## config.mk

```make
export PLATFORM = sky130hd
export DESIGN_NAME = clz_ctrl
export DESIGN_NICKNAME = d
export VERILOG_FILES = /design/src/rtl/clz_ctrl.sv
export SDC_FILE = /design/constraint.sdc
export NUM_CORES = 1
export LEC_CHECK = 0
export ABC_AREA = 1
export BUFFER_PORTS_ARGS = -buffer_cell sky130_fd_sc_hd__buf_4
export CORE_MARGIN = 1
export CORE_UTILIZATION = 45
export DETAILED_ROUTE_END_ITERATION = 16
export PLACE_DENSITY = 0.68
export SYNTH_ARGS = -nofsm -noshare
export SYNTH_HDL_FRONTEND = slang
export SYNTH_SLANG_ARGS = --single-unit
```

## constraint.sdc

```tcl
create_clock -name clk -period 7.7 [get_ports clk]
set_clock_uncertainty 0.05 [all_clocks]
set_input_delay 0.385 -clock clk [delete_from_list [all_inputs] [get_ports clk]]
set_output_delay 0.385 -clock clk [all_outputs]
set_load 0.01 [all_outputs]
```

## src/rtl/clz_ctrl.sv

```systemverilog
// ============================================================================
// clz_ctrl -- sequential count-leading-zeros / count-leading-ones engine
//
// Purpose:
//   Counts the leading zeros of a 32-bit operand, or its leading ones when
//   op_clo is set. The operand is scanned STEP_BITS bits per clock, from the
//   most significant end, over at most N = 32/STEP_BITS SCAN cycles. A
//   leading-ones count is done by inverting the operand when it is captured
//   and then counting leading zeros as usual.
//
// Parameters:
//   STEP_BITS  operand bits examined per SCAN cycle (legal: 1, 2, 4, 8)
//
// Configuration macro:
//   CLZ_EARLY_EXIT_EN  when defined, SCAN ends in the cycle the first
//                      non-zero chunk is found. When undefined, SCAN always
//                      runs N cycles, which gives a constant latency. The
//                      result value is the same either way.
//
// Ports:
//   clk       in   1   single clock, all state changes on its rising edge
//   rst_n     in   1   synchronous active-low reset
//   start     in   1   request pulse, only sampled in IDLE or DONE
//   op_clo    in   1   0 = count leading zeros, 1 = count leading ones
//   value     in  32   operand, captured together with start
//   busy      out  1   high while the engine is in SCAN
//   done      out  1   one-cycle result-valid pulse (the DONE cycle)
//   num_zero  out 32   registered result, 0..32; held until the next DONE
// ============================================================================
module clz_ctrl #(
    parameter int STEP_BITS = 4
) (
    input  logic        clk,
    input  logic        rst_n,
    input  logic        start,
    input  logic        op_clo,
    input  logic [31:0] value,
    output logic        busy,
    output logic        done,
    output logic [31:0] num_zero
);

    localparam int N     = 32 / STEP_BITS;
    localparam int IDX_W = (N > 1) ? $clog2(N) : 1;

    localparam logic [IDX_W-1:0] LAST_IDX = IDX_W'(N - 1);
    localparam logic [5:0]       STEP_INC = 6'(STEP_BITS);

    typedef enum logic [1:0] {
        IDLE = 2'd0,
        SCAN = 2'd1,
        DONE = 2'd2
    } state_t;

    state_t               state;
    logic [31:0]          sr;
    logic [5:0]           count;
    logic                 found;
    logic [IDX_W-1:0]     idx;

    logic [STEP_BITS-1:0] chunk;
    logic                 chunk_zero;
    logic [5:0]           count_next;
    logic [31:0]          sr_next;
    logic                 found_next;
    logic                 last_chunk;
    logic                 scan_exit;

    // Counts the zeros above the most significant set bit of one chunk.
    // It is only called on a non-zero chunk, so the answer is always below
    // STEP_BITS.
    function automatic logic [5:0] chunk_lz(input logic [STEP_BITS-1:0] c);
        logic [5:0] n;
        logic       hit;
        n   = '0;
        hit = 1'b0;
        for (int i = STEP_BITS - 1; i >= 0; i--) begin
            if (!hit) begin
                if (c[i]) begin
                    hit = 1'b1;
                end else begin
                    n = n + 6'd1;
                end
            end
        end
        return n;
    endfunction

    // Work for one SCAN step. The top chunk of the shift register is
    // examined. An all-zero chunk adds a full step and shifts the register.
    // The first non-zero chunk adds its own leading-zero count and sets
    // found. After that, count and sr keep their values until the scan ends.
    always_comb begin
        chunk      = sr[31 -: STEP_BITS];
        chunk_zero = (chunk == '0);
        count_next = count;
        sr_next    = sr;
        found_next = found;

        if (!found) begin
            if (chunk_zero) begin
                count_next = count + STEP_INC;
                sr_next    = sr << STEP_BITS;
            end else begin
                count_next = count + chunk_lz(chunk);
                found_next = 1'b1;
            end
        end

        last_chunk = (idx == LAST_IDX);

`ifdef CLZ_EARLY_EXIT_EN
        // Leave SCAN in the same cycle the first non-zero chunk shows up.
        scan_exit = last_chunk || found_next;
`else
        // Constant latency: always walk all N chunks.
        scan_exit = last_chunk;
`endif
    end

    // Control FSM and datapath registers. busy and done are registered
    // copies of "state is SCAN" and "state is DONE". They are updated on
    // the same edges as the state. A start seen in DONE goes straight back
    // to SCAN, so back-to-back operations keep done low and busy high.
    // Reset drops any operation in progress, so no done is produced for it.
    always_ff @(posedge clk) begin
        if (!rst_n) begin
            state    <= IDLE;
            busy     <= 1'b0;
            done     <= 1'b0;
            num_zero <= '0;
            count    <= '0;
            found    <= 1'b0;
            sr       <= '0;
            idx      <= '0;
        end else begin
            case (state)
                IDLE, DONE: begin
                    if (start) begin
                        state <= SCAN;
                        busy  <= 1'b1;
                        done  <= 1'b0;
                        sr    <= op_clo ? ~value : value;
                        count <= '0;
                        idx   <= '0;
                        found <= 1'b0;
                    end else begin
                        state <= IDLE;
                        busy  <= 1'b0;
                        done  <= 1'b0;
                    end
                end

                SCAN: begin
                    count <= count_next;
                    sr    <= sr_next;
                    found <= found_next;
                    if (scan_exit) begin
                        state    <= DONE;
                        busy     <= 1'b0;
                        done     <= 1'b1;
                        num_zero <= {26'd0, count_next};
                    end else begin
                        idx <= idx + IDX_W'(1);
                    end
                end

                default: begin
                    state <= IDLE;
                    busy  <= 1'b0;
                    done  <= 1'b0;
                end
            endcase
        end
    end

endmodule

```

==> run metrics, run 1 <==
run status=finished clean; clock tree root driver cell=clkbuf_8; share of final-layout standard cells stronger than drive strength 1=12.9%; Top cell by count, worst path=inv_2; leading register cell type out of synthesis=dfxtp_1; antenna viol nets, final=0; setup TNS=0 ns; final setup vio count=0; initial antenna violation count=0; Net count, final=522; required time of the critical path=7.88 ns; share of flip-flops with an asynchronous set or reset=0%; peak supply drop=roughly 0.09 mV; area of the die=7150 µm²; Floorplan Core Area=6460 µm²; max-cap violation count=0; Seq cells post-synth=52; Clock Sinks=52; post-synth design cell area=3070 µm²; effective utilization at floorplan=47.5%; Die Ht=84.6 µm; DRC violation count after routing=0; total power divided by cell area=208 nW/µm²; top fanout value on the critical path=44; vias in the first global route=2,472; global-route wire length before repair=10,700 µm; DRT Wirelength=between 6000 and 7000 µm; share of synthesized area occupied by flip-flops and latches=around a third; leakage power=1.54 nW; standard cell with the maximum stage delay on the critical path=nor2_4; biggest cell delay along the critical path=0.67 ns; sw frac=between 30% and 40%; critical path cell sequence=inv_2 -> nor2_4 -> inv_2 -> nand2_1 -> nand2_4 -> inv_2 -> o21ai_0 -> a21oi_1; growth of design area from synthesis to finish=8.85%; number of enable-type register cells in the synthesized netlist=0; cts-stage hold buffer count=0; detail-routed net length per standard cell=11.1 µm; overflow left after global routing=0; type of the worst setup path=reg -> reg; startpoint type of the worst setup path=flip-flop; share of total power in combinational logic=around 34%; port bufs=43; placement row count=29; worst slew slack as a fraction of its limit=~40%; buffers plus inverters on the worst setup path=3; share of the clock period used by the worst path after layout=between 30% and 40%; Cells after Synth=449; total clock buffers created by CTS=5; worst hold-check slack=between 0.3 and 0.4 ns; antenna cell count=0; pre-CTS setup slack=between 4 and 5 ns; clock tree from TritonCTS=yes; via count=2,740; average via count per standard cell=4.97; Max Buffers Root-to-Sink=2; Worst-Skew Late Latency=roughly 0.30 ns; weighted congestion at the end of routability-driven global placement=0.826; Avg Synthesized Cell Area=around 7 µm²; Yosys warning total=0; part of the power in the clock network=between 20% and 30%; Internal Power=approximately 0.00045 W; Yosys cell types=36; half-perimeter wire length after placement=about 4400 µm; CTS HTree Levels=2; count of TritonRoute iterations in the first routing pass=7; setup ws final=4.95 ns; Max Clock Freq=363 MHz; Filler Cells Inserted=643; setup repair after global routing missed its margin=false; NetSw=around 0.00025 W; Chip Width=84.6 µm; Post-CTS Setup Bufs=0; total routing usage reported by global routing=18.1%; clock period minus final worst setup slack=2.75 ns; type of the worst min-delay path=in -> reg; clock transition at the registers of the reported paths=around 0.08 ns; drt initial violations=200; max-slew violation total from the final report=0; portion of total power attributed to sequential cells=46.2%; number of primary I/O pins=70; number of gates given a new drive strength after cts=0; delay-heaviest family, CP=simple AND/OR/NAND/NOR gates; CP endpoint kind=flip-flop; maximum number of pins on one net before global-route repair=51; worst-margin pin slew=0.897 ns; Final Hold Violating Endpoints=0; final cell utilization of the core=between 50% and 60%; Arrival @ worst endpoint=2.94 ns
[stage by stage]
step,cell area (µm²),std cells,power (W)
after global routing,3340,551,0.000754
after global placement,3270,546,0.000553
after CTS,3340,551,0.000701
after floorplan,3160,474,0.000521
after detailed placement,3270,546,0.000560
final,3340,551,0.000694
[cell usage after synthesis, types with 2 or more instances]
cell	number	area share (%)
or2_2	2	0.41
nand3_1	11	1.8
nor2_4	3	1.1
buf_4	27	6.6
o22ai_1	4	0.82
xnor2_1	9	2.6
inv_1	35	4.3
o21ai_0	66	11
nand2_4	3	1.1
dfxtp_1	52	34
nand2_1	95	12
a21oi_1	54	8.8
buf_1	2	0.24
buf_2	7	1.1
nor2_1	38	4.6
ha_1	9	3.7
clkbuf_1	9	1.1
o211ai_1	2	0.49
inv_2	4	0.49
[power groups by stage]
stage	registers (W)	clock network [W]	logic, W
5_1_grt	0.000325	0.000158	0.000270
3_5_place_dp	0.000327	0	0.000233
4_1_cts	0.000321	0.000146	0.000234
3_3_place_gp	0.000327	0	0.000227
2_1_floorplan	0.000323	0	0.000199
6_report	0.000321	0.000141	0.000233
[area by class of cell]
cell class	count	area, µm²	area share, %
well taps	77	96.3	2.88
repair buffers	43	323	9.66
flip-flops and latches	52	1040	31.2
multi-input cells	334	1660	49.7
clock buffers	5	68.8	2.06
inverters	40	150	4.49
[per-layer routing]
metal / vias up / GRT usage (%) / part of all wire [%]
li1: 1458 / - / -
met1: 1215 / 22.8 / 50
met2: 63 / 31.7 / 46
met3: 4 / 3.64 / 3.7
met4: 0 / 4.47 / 0.60
met5: - / 0 / 0
[worst register-to-register path, stage by stage, from the launching register on]
cell and delay, ns:
dfxtp_1 0.33, inv_2 0.05, nor2_4 0.67, inv_2 0.38
nand2_1 0.26, nand2_4 0.23, inv_2 0.43, o21ai_0 0.15
a21oi_1 0.13
[cell usage in the layout, fill, tap and decap left out, types with 2 or more instances in the layout]
| cell | instances |
|---|---|
| nand2_1 | 95 |
| o21ai_0 | 66 |
| a21oi_1 | 54 |
| dfxtp_1 | 52 |
| buf_4 | 43 |
| nor2_1 | 38 |
| inv_1 | 35 |
| conb_1 | 26 |
| nand3_1 | 11 |
| xnor2_1 | 9 |
| ha_1 | 9 |
| clkbuf_8 | 5 |
| inv_2 | 4 |
| o22ai_1 | 4 |
| nor2_4 | 3 |
| nand2_4 | 3 |
| o211ai_1 | 2 |
| or2_2 | 2 |
[sequential cells by signal (all words and copies together) (netlist names)]
name,cells
found,1
idx,3
sr,32
state,2
num_zero,6
done,1
busy,1
count,6
[kinds of logic (layout without fill, tap and decap cells)]
logic type | count (synthesis) | in the layout | share of synthesized area (%)
AO/OA/AOI/OAI | 132 | 132 | 22.3
XOR/XNOR | 10 | 10 | 2.85
adder cells (fa/ha/maj) | 10 | 10 | 4.32
buffers and inverters | 88 | 88 | 15.0
flip-flops | 52 | 52 | 33.9
other | 1 | 26 | 0.122
AND/OR/NAND/NOR | 156 | 156 | 21.4
[final timing paths]
check             startpoint     to  slack [ns]  cells past startpoint
hold reg to reg        sr[6]  sr[6]        0.40                      2
hold / removal      value[1]  sr[1]        0.33                      4
setup reg to reg    state[0]  sr[4]        4.95                      8
setup / recovery    state[0]  sr[4]        4.95                      8
(Power assumes the default switching activity.)
==> run 2, diff against run 1 <==
==> constraint.sdc (replaced) <==
create_clock -name clk -period 2.6 [get_ports clk]
set_clock_uncertainty 0.05 [all_clocks]
set_input_delay 0.13 -clock clk [delete_from_list [all_inputs] [get_ports clk]]
set_output_delay 0.13 -clock clk [all_outputs]
set_load 0.01 [all_outputs]
==> run metrics, run 2 (synthesis results as in run 1) <==
setup TNS=0 ns; worst-margin pin slew=between 0.7 and 0.8 ns; most common cell after layout, fill and taps aside=nand2_1; antenna cell count=0; largest registers=sr: 32 flops, count: 6 flops, num_zero: 6 flops; Worst R2R Path Depth=16; global-route wire length before repair=10,900 µm; growth of design area from synthesis to finish=12.8%; vias in the first global route=2,525; clock period minus final worst setup slack=about 2.5 ns; placement row count=29; type of the worst min-delay path=in -> reg; average via count per standard cell=5.06; footprint of the multi-input gates=roughly 1700 µm²; Clock Sinks=52; type of the worst setup path=reg -> reg; number of primary I/O pins=70; peak supply drop=0.338 mV; count of TritonRoute iterations in the first routing pass=9; total routing usage reported by global routing=18.5%; port bufs=43; overflow left after global routing=0; total clock buffers created by CTS=5; total power divided by cell area=636 nW/µm²; antenna viol nets, final=0; leakage power=between 1.5 and 2 nW; Net count, final=approximately 530; half-perimeter wire length after placement=4350 µm; detail-routed net length per standard cell=between 10 and 15 µm; initial antenna violation count=0; drt initial violations=between 100 and 150; Final Hold Violating Endpoints=0; final setup vio count=0; share of the clock period used by the worst path after layout=94.7%; setup repair after global routing missed its margin=true; max-cap violation count=0; clock tree root driver cell=clkbuf_8; share of final-layout standard cells stronger than drive strength 1=between 15 and 20%; via count=2,819; clock transition at the registers of the reported paths=approximately 0.090 ns; Worst-Skew Late Latency=0.31 ns; Max Clock Freq=between 400 and 500 MHz; setup ws final=0.138 ns; register ranked first by flip-flop count=sr; Floorplan Core Area=~6500 µm²; placed insts=548; DRT Wirelength=roughly 6400 µm; DRC violation count after routing=0; CTS HTree Levels=2; Max Buffers Root-to-Sink=2; Die Ht=84.6 µm; Worst Hold Depth=4; run status=finished clean; Chip Width=between 80 and 90 µm; area of the die=7150 µm²; clock tree from TritonCTS=yes; startpoint type of the worst setup path=flip-flop; weighted congestion at the end of routability-driven global placement=about 0.82; highest-count cells in the layout ignoring fill and taps=nand2_1, o21ai_0, dfxtp_1, a21oi_1, buf_4; Filler Cells Inserted=~670; Arrival @ worst endpoint=2.66 ns; effective utilization at floorplan=47.5%; worst slew slack as a fraction of its limit=a little over half; flip-flop count of the largest register, all copies and words added=32; pre-CTS setup slack=-0.00339 ns; maximum number of pins on one net before global-route repair=51; required time of the critical path=2.80 ns; top fanout value on the critical path=4; max-slew violation total from the final report=0; number of non-filler instances in the completed layout=557; total area of sequential cells=1050 µm²; CP endpoint kind=flip-flop
## run 2: per-stage QoR
stage / area [µm²] / hold slack [ns] / total power [W] / utilization (%)
6_report: 3460 / 0.0576 / 0.00220 / 53.6
5_1_grt: 3460 / 0.0626 / 0.00238 / 53.6
4_1_cts: 3380 / 0.0505 / 0.00213 / 52.4
3_5_place_dp: 3290 / 0.379 / 0.00166 / 50.9
3_3_place_gp: 3290 / 0.376 / 0.00164 / 50.9
2_1_floorplan: 3160 / 0.275 / 0.00154 / -
## run 2: worst max-delay path, stage by stage (launching register included)
cell and delay (ns):
dfxtp_2 0.35, inv_2 0.06, nor2_2 0.04, ha_4 0.25, inv_2 0.04, a21oi_2 0.11
ha_2 0.21, a21oi_2 0.07, nor4_2 0.24, ha_1 0.34, nand3_2 0.12, nand3_2 0.08
nand2_1 0.06, nand2_1 0.05, nand3_1 0.10, nand3_2 0.09, a21oi_2 0.14
## run 2: path summary, 6_finish.rpt
check | from | end | slack (ns)
max | sr[30] | count[5] | 0.14
min reg2reg | sr[9] | sr[9] | 0.40
min | value[2] | sr[2] | 0.06
max reg2reg | sr[30] | count[5] | 0.14
## run 2: metal layers
metal	share of wire [%]	GRT usage (%)	up-vias
met5	0	0	-
met4	1.8	6.47	0
met3	3.9	3.15	14
met2	46	31.9	65
met1	48	23.5	1272
li1	-	-	1468
## run 2: layout make-up
class	count	area share [%]
multi-input cells	334	50.0
well taps	77	2.78
flip-flops and latches	52	30.2
inverters	40	4.34
clock buffers	6	2.39
clock inverters	2	0.289
repair buffers	46	9.97
## run 2: power breakdown
part	switching, W	internal (W)
clock	0.000267	0.000213
sequential	0.0000605	0.000894
combinational	0.000476	0.000291
total	0.000804	0.00140
## run 2: repair_timing
item / in CTS / in global routing
pin swaps: 0 / 12
hold buffers: 0 / 0
buffers inserted: 0 / 1
endpoints found under the setup margin: 2 / 10
resized for setup: 2 / 21
cloned: 0 / 0
